==> config.mk <==
export PLATFORM = sky130hd
export DESIGN_NAME = uart_rx_fifo
export DESIGN_NICKNAME = d
export VERILOG_FILES = /design/src/rtl/uart_rx_fifo_pkg.sv /design/src/rtl/uart_fifo_ctrl.sv /design/src/rtl/uart_rx_fifo.sv
export SDC_FILE = /design/constraint.sdc
export NUM_CORES = 1
export LEC_CHECK = 0
export CAP_MARGIN = 20
export CELL_PAD_IN_SITES_DETAIL_PLACEMENT = 0
export CELL_PAD_IN_SITES_GLOBAL_PLACEMENT = 2
export CORE_ASPECT_RATIO = 0.5
export CORE_MARGIN = 10
export CORE_UTILIZATION = 40
export CTS_BUF_LIST = sky130_fd_sc_hd__clkbuf_2 sky130_fd_sc_hd__clkbuf_4 sky130_fd_sc_hd__clkbuf_8
export CTS_CLUSTER_SIZE = 30
export DETAILED_ROUTE_END_ITERATION = 10
export MAX_ROUTING_LAYER = met4
export PLACE_DENSITY_LB_ADDON = 0.1
export SKIP_LAST_GASP = 1
export SLEW_MARGIN = 20
export SYNTH_ARGS = -nofsm -noshare
export SYNTH_HDL_FRONTEND = slang
export SYNTH_SLANG_ARGS = --single-unit
==> constraint.sdc <==
create_clock -name clk -period 3.2 [get_ports clk]
set_clock_uncertainty 0.05 [all_clocks]
set_input_delay 0.8 -clock clk [delete_from_list [all_inputs] [get_ports clk]]
set_output_delay 0.8 -clock clk [all_outputs]
set_load 0.02 [all_outputs]
==> src/rtl/uart_rx_fifo_pkg.sv <==
// Shared UART receive-path defaults and the FIFO operation encoding.
// Used by uart_fifo_ctrl and uart_rx_fifo.
package uart_rx_fifo_pkg;

   localparam int UART_DBIT        = 8;
   localparam int RX_FIFO_ADDR_W   = 4;
   localparam int RX_FIFO_WM_LEVEL = 12;

   // Encoded as {push accepted, pop accepted}
   typedef enum logic [1:0] {
      OP_NONE     = 2'b00,
      OP_POP      = 2'b01,
      OP_PUSH     = 2'b10,
      OP_PUSH_POP = 2'b11
   } fifo_op_t;

endpackage

==> src/rtl/uart_fifo_ctrl.sv <==
// Pointer, occupancy and flag control for the UART receive FIFO.
// Optional watermark output is built only when RX_FIFO_WM_EN is defined.
module uart_fifo_ctrl
   import uart_rx_fifo_pkg::*;
#(
   parameter int ADDR_W   = RX_FIFO_ADDR_W,
   parameter int WM_LEVEL = RX_FIFO_WM_LEVEL
) (
   input  logic              clk,
   input  logic              reset,
   input  logic              push,
   input  logic              rd,
   input  logic              clr_overrun,
   output logic              wr_en,
   output logic [ADDR_W-1:0] wr_addr,
   output logic [ADDR_W-1:0] rd_addr,
   output logic              empty,
   output logic              full,
   output logic [ADDR_W:0]   count,
   output logic              overrun,
   output logic              wm_hit
);

   localparam logic [ADDR_W:0]   DEPTH   = {1'b1, {ADDR_W{1'b0}}};
   localparam logic [ADDR_W:0]   CNT_ONE = 1;
   localparam logic [ADDR_W-1:0] PTR_ONE = 1;

   if (WM_LEVEL < 1 || WM_LEVEL > (1 << ADDR_W)) begin : g_wm_range
      $error("uart_fifo_ctrl: WM_LEVEL outside 1..2**ADDR_W");
   end

   logic [ADDR_W-1:0] wr_ptr, rd_ptr;
   logic [ADDR_W:0]   count_q, count_next;
   logic              push_ok, pop_ok, drop;
   fifo_op_t          op;

   assign empty = (count_q == '0);
   assign full  = (count_q == DEPTH);

   // A full FIFO still accepts a push when a pop frees the slot on the same edge
   always_comb begin
      pop_ok     = rd && !empty;
      push_ok    = push && (!full || pop_ok);
      drop       = push && full && !pop_ok;
      op         = fifo_op_t'({push_ok, pop_ok});
      count_next = count_q;
      case (op)
         OP_PUSH: count_next = count_q + CNT_ONE;
         OP_POP:  count_next = count_q - CNT_ONE;
         default: count_next = count_q;
      endcase
   end

   always_ff @(posedge clk or posedge reset) begin
      if (reset) begin
         wr_ptr  <= '0;
         rd_ptr  <= '0;
         count_q <= '0;
         overrun <= 1'b0;
      end else begin
         if (push_ok) wr_ptr <= wr_ptr + PTR_ONE;
         if (pop_ok)  rd_ptr <= rd_ptr + PTR_ONE;
         count_q <= count_next;
         if (drop)             overrun <= 1'b1;
         else if (clr_overrun) overrun <= 1'b0;
      end
   end

`ifdef RX_FIFO_WM_EN
   localparam logic [ADDR_W:0] WM_THR = (ADDR_W+1)'(WM_LEVEL);

   logic wm_q;

   always_ff @(posedge clk or posedge reset) begin
      if (reset) wm_q <= 1'b0;
      else       wm_q <= (count_next >= WM_THR);
   end

   assign wm_hit = wm_q;
`else
   assign wm_hit = 1'b0;
`endif

   assign wr_en   = push_ok;
   assign wr_addr = wr_ptr;
   assign rd_addr = rd_ptr;
   assign count   = count_q;

endmodule

==> src/rtl/uart_rx_fifo.sv <==
// UART receive buffer: circular FIFO with first-word-fall-through read and sticky overrun.
// Define RX_FIFO_WM_EN to enable the registered wm_hit watermark flag.
module uart_rx_fifo
   import uart_rx_fifo_pkg::*;
#(
   parameter int DBIT     = UART_DBIT,
   parameter int ADDR_W   = RX_FIFO_ADDR_W,
   parameter int WM_LEVEL = RX_FIFO_WM_LEVEL
) (
   input  logic            clk,
   input  logic            reset,
   input  logic            rx_done_tick,
   input  logic [DBIT-1:0] rx_dout,
   input  logic            rd,
   output logic [DBIT-1:0] r_data,
   output logic            empty,
   output logic            full,
   output logic [ADDR_W:0] count,
   output logic            overrun,
   input  logic            clr_overrun,
   output logic            wm_hit
);

   logic              wr_en;
   logic [ADDR_W-1:0] wr_addr, rd_addr;
   logic [DBIT-1:0]   mem [2**ADDR_W];

   uart_fifo_ctrl #(
      .ADDR_W   (ADDR_W),
      .WM_LEVEL (WM_LEVEL)
   ) u_ctrl (
      .clk         (clk),
      .reset       (reset),
      .push        (rx_done_tick),
      .rd          (rd),
      .clr_overrun (clr_overrun),
      .wr_en       (wr_en),
      .wr_addr     (wr_addr),
      .rd_addr     (rd_addr),
      .empty       (empty),
      .full        (full),
      .count       (count),
      .overrun     (overrun),
      .wm_hit      (wm_hit)
   );

   // Storage is deliberately not reset; empty masks stale contents
   always_ff @(posedge clk) begin
      if (wr_en) mem[wr_addr] <= rx_dout;
   end

   assign r_data = empty ? '0 : mem[rd_addr];

endmodule

==> insert_results.sql <==
INSERT INTO impl_metrics (metric_group, metric, value, unit) VALUES
('timing', 'slew-limit-headroom', '62.2', '%'),
('logic_synthesis', 'synthArstFlopShare', '9.86', '%'),
('critical_path', 'crit_path_end_kind', 'output pin', ''),
('timing', 'fin_crit_sh', '96.8', '%'),
('logic_synthesis', 'yosysSeqAreaShare', '72.2', '%'),
('hold_path', 'min-delay-path-class', 'register to register', ''),
('placed_design', 'worst_slack_after_detailed_placement', '-0.194', 'ns'),
('placed_design', 'number_of_input_and_output_port_buffers_inserted', '28', ''),
('drt', 'drt_pass1_iterations', '4', ''),
('logic_synthesis', 'postSynthAreaPerCell', '18.8', 'sq um'),
('run_status', 'run_status', 'finished clean', ''),
('cts', 'clockBufferDepth', '2', ''),
('power_and_ir_drop', 'power_leakage', '2.38', 'nW'),
('placed_design', 'placed_cells', '549', ''),
('logic_synthesis', 'yosys.cell_types.count', '39', ''),
('drt', 'vias', '2929', ''),
('drt', 'ant_nets', '0', ''),
('global_routing', 'grt_pass1_vias', '3305', ''),
('critical_path', 'cp_max_fo', '8', ''),
('drt', 'route.final.wire_length', '11700', 'um'),
('cts', 'clock_sinks', '142', ''),
('timing', 'fmax', '323', 'MHz'),
('timing', 'worst-slew-pin-transition', '0.567', 'ns'),
('floorplanning', 'die-width', '190', 'um'),
('floorplanning', 'design.portCount', '30', ''),
('cts', 'clk_pin_slew_worst_paths', '0.08', 'ns'),
('finish', 'final_cell_mix', 'edfxtp_1, mux4_2, buf_4', ''),
('logic_synthesis', 'yosys_register_bits', '142', ''),
('drt', 'detailedRoute.firstIterationViolations', '197', ''),
('placed_design', 'globalplace.congestion', '0.876', ''),
('power_and_ir_drop', 'p_per_area', '889', 'nW/um^2'),
('power_and_ir_drop', 'vdd_drop_max', '0.476', 'mV'),
('timing', 'hold_viol_final', '0', ''),
('finish', 'drive_above_1_share', '32.2', '%'),
('cts', 'cts.root.buffer_cell', 'clkbuf_8', ''),
('drt', 'drc', '0', ''),
('timing', 'timing_max_transition_violations_final', '0', ''),
('critical_path', 'data_arrival_time_at_the_worst_slack_endpoint', '2.25', 'ns'),
('global_routing', 'grt_use_total', '12.6', '%'),
('timing', 'layout_setup_ws', '0.102', 'ns'),
('finish', 'fin_cells', '583', ''),
('finish', 'flow.area_growth_from_synthesis', '19.6', '%'),
('global_routing', 'grt_first_pass_wirelength', '18700', 'um'),
('finish', 'most_common_library_cell_in_the_layout_ignoring_fill_and_taps', 'edfxtp_1', ''),
('job', 'max-cap-violations', '0', ''),
('cts', 'cts_hold_repair.buffers', '0', ''),
('critical_path', 'crit_required', '2.35', 'ns'),
('drt', 'wire_length_per_cell', '20.0', 'um'),
('finish', 'fill_cells', '1232', ''),
('global_routing', 'antenna_found_initial', '0', ''),
('logic_synthesis', 'synth_edf_count', '128', ''),
('drt', 'routed_via_density', '5.02', ''),
('logic_synthesis', 'synth_fp_nets', '329', ''),
('timing', 'timing.setup.tns', '0', 'ns'),
('cts', 'clock_latency', '0.43', 'ns'),
('logic_synthesis', 'synth-main-ff-cell', 'edfxtp_1', ''),
('cts', 'h_tree_lvl_count', '4', ''),
('logic_synthesis', 'ys_warn_count', '0', ''),
('timing', 'final-setup-viol-count', '0', ''),
('critical_path', 'reg2reg_depth', '9', ''),
('placed_design', 'dp_hpwl', '8150', 'um'),
('critical_path', 'cp-start-kind', 'register', ''),
('logic_synthesis', 'synthesized_area', '5810', 'sq um'),
('floorplanning', 'dieArea', '20000', 'sq um'),
('cts', 'cts_tree', 'done', ''),
('hold_path', 'worst_hold_path.num_cells', '2', ''),
('global_routing', 'gr-total-overflow', '0', ''),
('global_routing', 'pin_count_of_the_biggest_net_entering_global_routing', '25', ''),
('floorplanning', 'core_area', '14400', 'sq um'),
('finish', 'antenna_cells', '0', ''),
('floorplanning', 'floorplan.die.height', '105', 'um'),
('power_and_ir_drop', 'power', '6.18', 'mW'),
('cts', 'cts_made_buffers', '17', ''),
('logic_synthesis', 'synthesis.instances', '309', ''),
('timing', 'finalWorstPathRequiredPeriod', '3.10', 'ns'),
('floorplanning', 'floorplan.initialDensity', '40.5', '%'),
('timing', 'rsz0062_at_grt', 'yes', ''),
('critical_path', 'type_of_the_setup_path_with_the_least_slack', 'register to output pin', ''),
('finish', 'nets', '392', ''),
('floorplanning', 'placement_rows', '31', '');
## Yosys cell counts, drive strengths merged, types with 2 or more instances
cell / count / share of area, %
nor2: 14 / 0.90
nand2b: 2 / 0.22
dfrtp: 14 / 6.0
clkbuf: 6 / 0.41
mux2i: 9 / 1.6
nand2: 10 / 0.65
inv: 7 / 0.45
ha: 7 / 1.5
nand3: 3 / 0.26
edfxtp: 128 / 66
mux2: 11 / 2.1
and3: 2 / 0.22
a21boi: 2 / 0.26
o21ai: 12 / 1.0
xnor2: 7 / 1.1
xor2: 2 / 0.30
mux4: 32 / 12
a21oi: 10 / 0.86
buf: 12 / 1.2
nor3: 4 / 0.34
nor2b: 2 / 0.22
## cells by family (layout without fill, tap and decap cells)
logic type	count (synthesis)	count (layout)	share of synthesized area (%)
AO/OA/AOI/OAI	31	31	3.12
other	1	1	0.0645
flip-flops	142	142	72.2
buffers and inverters	25	101	2.09
multiplexers	52	52	16.1
XOR/XNOR	9	9	1.36
adder cells (fa/ha/maj)	7	7	1.51
AND/OR/NAND/NOR	42	42	3.62
## path summary, 6_finish.rpt
kind	end	slack, ns	start
worst min-delay path	u_ctrl.overrun	0.48	u_ctrl.overrun
worst max register to register	u_ctrl.count[4]	0.40	u_ctrl.count[1]
worst max-delay path	r_data[2]	0.10	u_ctrl.rd_addr[0]
worst min register to register	u_ctrl.overrun	0.48	u_ctrl.overrun
max in group asynchronous	u_ctrl.rd_addr[0]	2.03	reset
min in group asynchronous	u_ctrl.overrun	0.66	reset
## registers in the layout, indices dropped and copies added, names as in the netlist
signal and count:
u_ctrl.count 5, mem 128, u_ctrl.wr_addr 4, u_ctrl.overrun 1
u_ctrl.rd_addr 4
## critical path, cell delays in order, from the launching register on
cell	delay (ns)
dfrtp_2	0.43
buf_12	0.16
mux4_2	0.49
mux2_2	0.29
o21ai_0	0.18
a21oi_1	0.07
buf_2	0.19
## what timing repair did
action                     CTS  global route
buffers inserted             2             0
resized for setup           37            14
gates cloned                 1             0
setup endpoints to repair    9             7
## metrics by stage
step	area, sq um	hold slack (ns)	utilization, %
2_1_floorplan	5810	0.524	-
3_3_place_gp	6520	0.468	45.5
3_5_place_dp	6520	0.469	45.5
4_1_cts	6950	0.485	48.4
5_1_grt	6950	0.505	48.4
6_report	6950	0.482	48.4
## metal layers
| metal | vias to the layer above | part of all wire (%) | GRT usage (%) | wire [um] |
|---|---|---|---|---|
| li1 | 1351 | - | - | - |
| met1 | 1526 | 49 | 16.1 | 5670 |
| met2 | 45 | 48 | 19.7 | 5610 |
| met3 | 7 | 2.7 | 3.06 | 316 |
| met4 | 0 | 0.74 | 3.74 | 86 |
| met5 | - | 0 | - | 0 |
## report_power, final
part	leakage, nW	switching [mW]	internal [mW]
logic	0.858	1.13	1.11
registers	1.32	0.210	2.27
clock network	0.202	0.741	0.718
## final cells by class
class | count | area [sq um] | area share [%]
Clock inverter | 15 | 173 | 2.48
Timing Repair Buffer | 62 | 553 | 7.96
Clock buffer | 17 | 234 | 3.37
Sequential cell | 142 | 4200 | 60.4
Tap cell | 198 | 248 | 3.56
Inverter | 7 | 26.3 | 0.378
Multi-Input combinational cell | 142 | 1520 | 21.9
(Power assumes the default switching activity.)
